## src/rtl/dino_game_ctrl.sv

```systemverilog
// rtl/dino_game_ctrl.sv - dinosaur runner game sequencer
//
// Purpose: owns the IDLE/RUN/OVER game state machine, the frame tick,
// dinosaur vertical physics (velocity + gravity), the single obstacle,
// collision detection and the score.
//
// Ports:
//   CLK             in   system clock, rising edge
//   RST             in   synchronous active-high reset
//   button_jump     in   debounced jump button level
//   game_status     out  1 while running
//   game_over       out  1 while in game-over state
//   tick            out  one-cycle frame strobe
//   dinosaur_height out  dinosaur y, 63 = ground, smaller = higher
//   obstacle_x      out  obstacle x column
//   score           out  obstacles passed, saturating at 1023
module dino_game_ctrl #(
   parameter int TICK_DIV = 500000,
   parameter int JUMP_V0  = 6,
   parameter int DINO_X   = 16,
   parameter int DINO_W   = 8,
   parameter int OBST_Y   = 56
) (
   input  logic       CLK,
   input  logic       RST,
   input  logic       button_jump,
   output logic       game_status,
   output logic       game_over,
   output logic       tick,
   output logic [5:0] dinosaur_height,
   output logic [7:0] obstacle_x,
   output logic [9:0] score
);

   typedef enum logic [1:0] {S_IDLE, S_RUN, S_OVER} state_t;

   localparam int              CW       = (TICK_DIV > 1) ? $clog2(TICK_DIV) : 1;
   localparam logic [CW-1:0]   CNT_MAX  = CW'(TICK_DIV - 1);
   localparam logic [5:0]      H_GROUND = 6'd63;
   localparam logic [5:0]      H_JUMP   = 6'(63 - JUMP_V0);
   localparam logic [4:0]      V_JUMP   = 5'(1 - JUMP_V0);
   localparam logic [7:0]      X_LO     = 8'(DINO_X);
   localparam logic [7:0]      X_HI     = 8'(DINO_X + DINO_W - 1);
   localparam logic [5:0]      Y_HIT    = 6'(OBST_Y);

   state_t        r_state;
   state_t        w_next_state;
   logic [CW-1:0] r_cnt;
   logic          r_tick;
   logic          r_btn_q;
   logic [5:0]    r_height;
   logic [4:0]    r_vel;        // two's complement, negative = moving up
   logic          r_jump_pend;
   logic [7:0]    r_obst_x;
   logic [9:0]    r_score;

   logic          w_press;
   logic          w_hit;
   logic          w_step;
   logic          w_restart;
   logic [6:0]    w_n;
   logic          w_landing;
   logic [6:0]    w_speed_sum;
   logic [7:0]    w_speed;

   assign w_press   = button_jump & ~r_btn_q;
   // Collision looks at the values held before this tick's update.
   assign w_hit     = (r_obst_x >= X_LO) && (r_obst_x <= X_HI) && (r_height >= Y_HIT);
   assign w_step    = (r_state == S_RUN) && r_tick && !w_hit;
   assign w_restart = (r_state == S_OVER) && w_press;

   // Candidate height as a 7-bit signed sum; bit 6 set means above the top.
   assign w_n       = {1'b0, r_height} + {{2{r_vel[4]}}, r_vel};
   assign w_landing = (w_n == 7'd63) && !r_vel[4] && (r_vel != 5'd0);

   // Obstacle speed grows every 16 points, capped at 4 columns per tick.
   assign w_speed_sum = 7'd1 + {1'b0, r_score[9:4]};
   assign w_speed     = (w_speed_sum > 7'd4) ? 8'd4 : {1'b0, w_speed_sum};

   always_ff @(posedge CLK) begin
      if (RST) begin
         r_cnt   <= '0;
         r_tick  <= 1'b0;
         r_btn_q <= 1'b0;
      end else begin
         r_btn_q <= button_jump;
         r_tick  <= (r_cnt == CNT_MAX);
         r_cnt   <= (r_cnt == CNT_MAX) ? '0 : r_cnt + 1'b1;
      end
   end

   always_ff @(posedge CLK) begin
      if (RST) r_state <= S_IDLE;
      else     r_state <= w_next_state;
   end

   always_comb begin
      w_next_state = r_state;
      game_status  = 1'b0;
      game_over    = 1'b0;
      case (r_state)
         S_IDLE: if (w_press) w_next_state = S_RUN;
         S_RUN: begin
            game_status = 1'b1;
            if (r_tick && w_hit) w_next_state = S_OVER;
         end
         S_OVER: begin
            game_over = 1'b1;
            if (w_press) w_next_state = S_RUN;
         end
         default: w_next_state = S_IDLE;
      endcase
   end

   always_ff @(posedge CLK) begin
      if (RST || w_restart) begin
         r_height    <= H_GROUND;
         r_vel       <= 5'd0;
         r_jump_pend <= 1'b0;
         r_obst_x    <= 8'd255;
         r_score     <= 10'd0;
      end else begin
         // A tick consumes the pending request; a press on the tick cycle
         // re-arms it for the following tick.
         if (r_state == S_RUN) begin
            if (r_tick)       r_jump_pend <= w_press;
            else if (w_press) r_jump_pend <= 1'b1;
         end
         if (w_step) begin
            if (r_jump_pend && (r_height == H_GROUND)) begin
               r_height <= H_JUMP;
               r_vel    <= V_JUMP;
            end else if (r_height != H_GROUND) begin
               if (w_n[6]) begin
                  r_height <= 6'd0;
                  r_vel    <= r_vel + 5'd1;
               end else if (w_landing) begin
                  r_height <= H_GROUND;
                  r_vel    <= 5'd0;
               end else begin
                  r_height <= w_n[5:0];
                  r_vel    <= r_vel + 5'd1;
               end
            end
            if (r_obst_x < w_speed) begin
               r_obst_x <= 8'd255;
               r_score  <= (r_score == 10'h3FF) ? r_score : r_score + 10'd1;
            end else begin
               r_obst_x <= r_obst_x - w_speed;
            end
         end
      end
   end

   assign tick            = r_tick;
   assign dinosaur_height = r_height;
   assign obstacle_x      = r_obst_x;
   assign score           = r_score;

endmodule

```

## config.mk

```make
export PLATFORM = sky130hd
export DESIGN_NAME = dino_game_ctrl
export DESIGN_NICKNAME = d
export VERILOG_FILES = /design/src/rtl/dino_game_ctrl.sv
export SDC_FILE = /design/constraint.sdc
export NUM_CORES = 1
export LEC_CHECK = 0
export ABC_AREA = 1
export BUFFER_PORTS_ARGS = -buffer_cell sky130_fd_sc_hd__clkbuf_2
export CAP_MARGIN = 20
export CORE_MARGIN = 2
export CORE_UTILIZATION = 25
export DETAILED_ROUTE_END_ITERATION = 8
export PLACE_DENSITY = 0.45
export SETUP_SLACK_MARGIN = 0.1
export SKIP_CTS_REPAIR_TIMING = 1
export SLEW_MARGIN = 40
export SYNTH_ARGS = -nofsm -noshare
export SYNTH_HDL_FRONTEND = slang
export SYNTH_SLANG_ARGS = --single-unit
```

## constraint.sdc

```tcl
create_clock -name CLK -period 2.45 [get_ports CLK]
set_input_delay 0.49 -clock CLK [delete_from_list [all_inputs] [get_ports CLK]]
set_output_delay 0.49 -clock CLK [all_outputs]
set_load 0.02 [all_outputs]
```

==> qor.yml <==
setup_viol: 6
period_share: 1.03
rsz0062_at_grt: "yes"
r2r_cells: 17
dp_cells: 702
nets: 564
hold_path_class: "input port to flop"
vias: 3077
grt_pass1_vias: 2879
drv_cap: 0
startpoint: "score[5]$_SDFFE_PP0P_"
port_buffers: 29
vias_per_cell: 4.31
grtUsageTotal: 0.114
synth-edff-count: 0
power_density_nw_per_um2: 449
place_ws_ns: -0.106
ys_warn_count: 0
fin_worst_skew_ns: 0.00469
grt_start_max_net_pins: 18
yosysMostFrequentCell: "nand2_1"
worst_path_most_repeated_cell: "nand3_2"
ys_top_cells_by_count: "nand2_1, inv_1, nor2_1, dfxtp_1, nand3_1"
design.core.area_um2: 12800
synth.top_cell.area_share: 0.321
layout-drive-gt1-share: 0.205
criticalPathCategory: "flop to flop"
synth_seq_cells: 53
syn_avg_cell_area_um2: 6.91
synthArstFlopShare: 0
cts_max_path_buffers: 2
clkTransAtPathRegs_ns: 0.07
antenna_cells: 0
rows: 41
synth-seq-area-share: 0.321
startpoint_type: "flop"
setup_slack_ns: -0.0739
fmax_ghz: 0.396
wirelength_um: 7880
initial_core_util: 0.258
antenna_found_initial: 0
end_kind: "flop"
grt_first_pass_wirelength_um: 13300
worstPathRequired_ns: 2.62
synthSimpleGateAreaFrac: 0.336
violations: "negative setup slack"
drtAntennaViolNets: 0
slowest_stage: "dfxtp_4"
synth_area_leader_cell: "dfxtp_1"
hpwl_um: 6060
synth_xor_area_frac: 0.0875
die_h_um: 119
yosys_most_used_dff: "dfxtp_1"
tritoncts: "built"
cp_max_fo: 6
synth.distinct_cells: 33
r2r-start: "score[5]$_SDFFE_PP0P_"
clock-sinks: 53
overflow: 0
gp_congestion: 0.802
htree_num_levels: 2
wire_per_inst_um: 11.0
drv_slew: 0
cts_made_buffers: 5
hold_viol: 0
status: "finished with violations"
synth_fa_ha_area_frac: 0.0803
cp_slowest_stage_delay_ns: 0.36
synth_top_cells_by_area: "dfxtp_1, nand2_1, inv_1, ha_1, xor2_1"
muxShareOfSynthArea: 0
drtPass1Iterations: 4
synthToLayoutAreaGrowth_pct: 26.3
cp.arrival_ns: 2.70
die_x_um: 119
min_from: "button_jump"
reg2reg_slack_ns: -0.07
finalCriticalPeriod_ns: 2.52
crit_end: "score[0]$_SDFFE_PP0P_"
reg2reg_to: "score[0]$_SDFFE_PP0P_"
ir_drop_mv: 0.379
netlist_area_um2: 3300
drc: 0
place_area_um2: 3880
drt_iter0_drc: 108
final_cell_count_no_fill: 714
dieArea_um2: 14100
clk_latency_ns: 0.30
io_pins: 30
synth_cells: 478
cellLeakagePower_nw: 1.82
synth_top_family_by_area: "simple AND/OR/NAND/NOR gates"
synth_compound_area_frac: 0.0868
final_cell_area_um2: 4170
cts_root_buf: "clkbuf_16"
crit_chain: "ha_4 -> nand3_2 -> nand2_1 -> a21oi_2 -> nand2_1 -> nor3_2 -> ha_2 -> inv_2 -> fa_2 -> nand3_2 -> nand2_2 -> nand3_2 -> nand2_4 -> nor2_4 -> buf_6 -> xnor2_1 -> nor2_1"
-- worst max-delay path, delay by kind of cell (launching register included) --
kind | cells | cell delay [ns]
compound gates | 1 | 0.15
xor+xnor | 1 | 0.11
fa+ha+maj | 3 | 0.71
simple gates | 10 | 0.87
flops | 1 | 0.36
buf+inv | 2 | 0.18
-- registers in the layout, indices dropped and copies added (netlist names) --
| signal | flops |
|---|---|
| dinosaur_height | 6 |
| tick | 1 |
| r_vel | 5 |
| r_state | 2 |
| score | 10 |
| r_jump_pend | 1 |
| r_btn_q | 1 |
| obstacle_x | 8 |
| r_cnt | 19 |
-- cell usage in the layout, fill, tap and decap left out, types with 3 or more instances in the layout --
master / Yosys / layout
nand2_1: 118 / 115
inv_1: 63 / 62
nor2_1: 57 / 55
dfxtp_1: 53 / 48
nand3_1: 36 / 33
clkbuf_2: 0 / 29
buf_4: 2 / 27
a21oi_1: 29 / 25
xor2_1: 25 / 24
ha_1: 18 / 15
o21ai_0: 15 / 12
nand4_1: 8 / 8
xnor2_1: 8 / 8
nor3_1: 9 / 7
nand3_2: 3 / 6
nor2_2: 5 / 6
inv_2: 4 / 5
o211ai_1: 5 / 5
clkbuf_16: 0 / 5
a21oi_2: 0 / 4
o21ai_1: 1 / 4
conb_1: 1 / 4
nand2_2: 0 / 3
nor2_4: 2 / 3
dfxtp_4: 0 / 3
-- routing by layer --
metal  track usage  up-vias  part of all wire
met3        0.0307        8             0.048
met1         0.149     1367              0.49
met4        0.0402        0             0.014
met5             0        -                 0
met2         0.182       46              0.45
li1              -     1656                 -
-- power breakdown --
group,internal [mW],switching [mW],leakage [nW]
clock,0.590,0.340,0.0944
combinational,0.0241,0.0500,1.29
sequential,0.865,0.00603,0.432
-- cell families after synthesis --
family                     Yosys count
adders and majority gates           20
DFF                                 53
AOI/OAI and AO/OA                   52
xor gates and xnor gates            33
other                                1
and+or+nand+nor                    247
buffers and inverters               72
-- cell type report --
cell class / count / area (um2)
Multi-Input combinational cell: 356 / 2070
Clock buffer: 5 / 125
Inverter: 67 / 251
Tap cell: 172 / 215
Fill cell: 1354 / 8600
Clock inverter: 3 / 68.8
Timing Repair Buffer: 58 / 370
Sequential cell: 53 / 1070
-- per-stage QoR --
stage	hold slack, ns	TNS, ns	power, mW	util
4_1_cts	0.425	-0.515	1.91	0.319
5_1_grt	0.435	-2.03	1.96	0.327
2_1_floorplan	0.441	0	0.944	-
3_3_place_gp	0.465	-0.0764	0.964	0.304
6_report	0.438	-0.175	1.87	0.327
3_5_place_dp	0.468	-0.386	0.963	0.304
-- worst min path at each step --
stage | to | depth (start not counted)
final | r_btn_q$_SDFF_PP0_ | 3
after global routing | r_btn_q$_SDFF_PP0_ | 3
after CTS | r_btn_q$_SDFF_PP0_ | 3
after detailed placement | r_cnt[0]$_SDFF_PP0_ | 1
after global placement | r_cnt[0]$_SDFF_PP0_ | 1
after floorplan | r_cnt[0]$_SDFF_PP0_ | 1
Note: power is estimated with default switching activity, not from simulation.
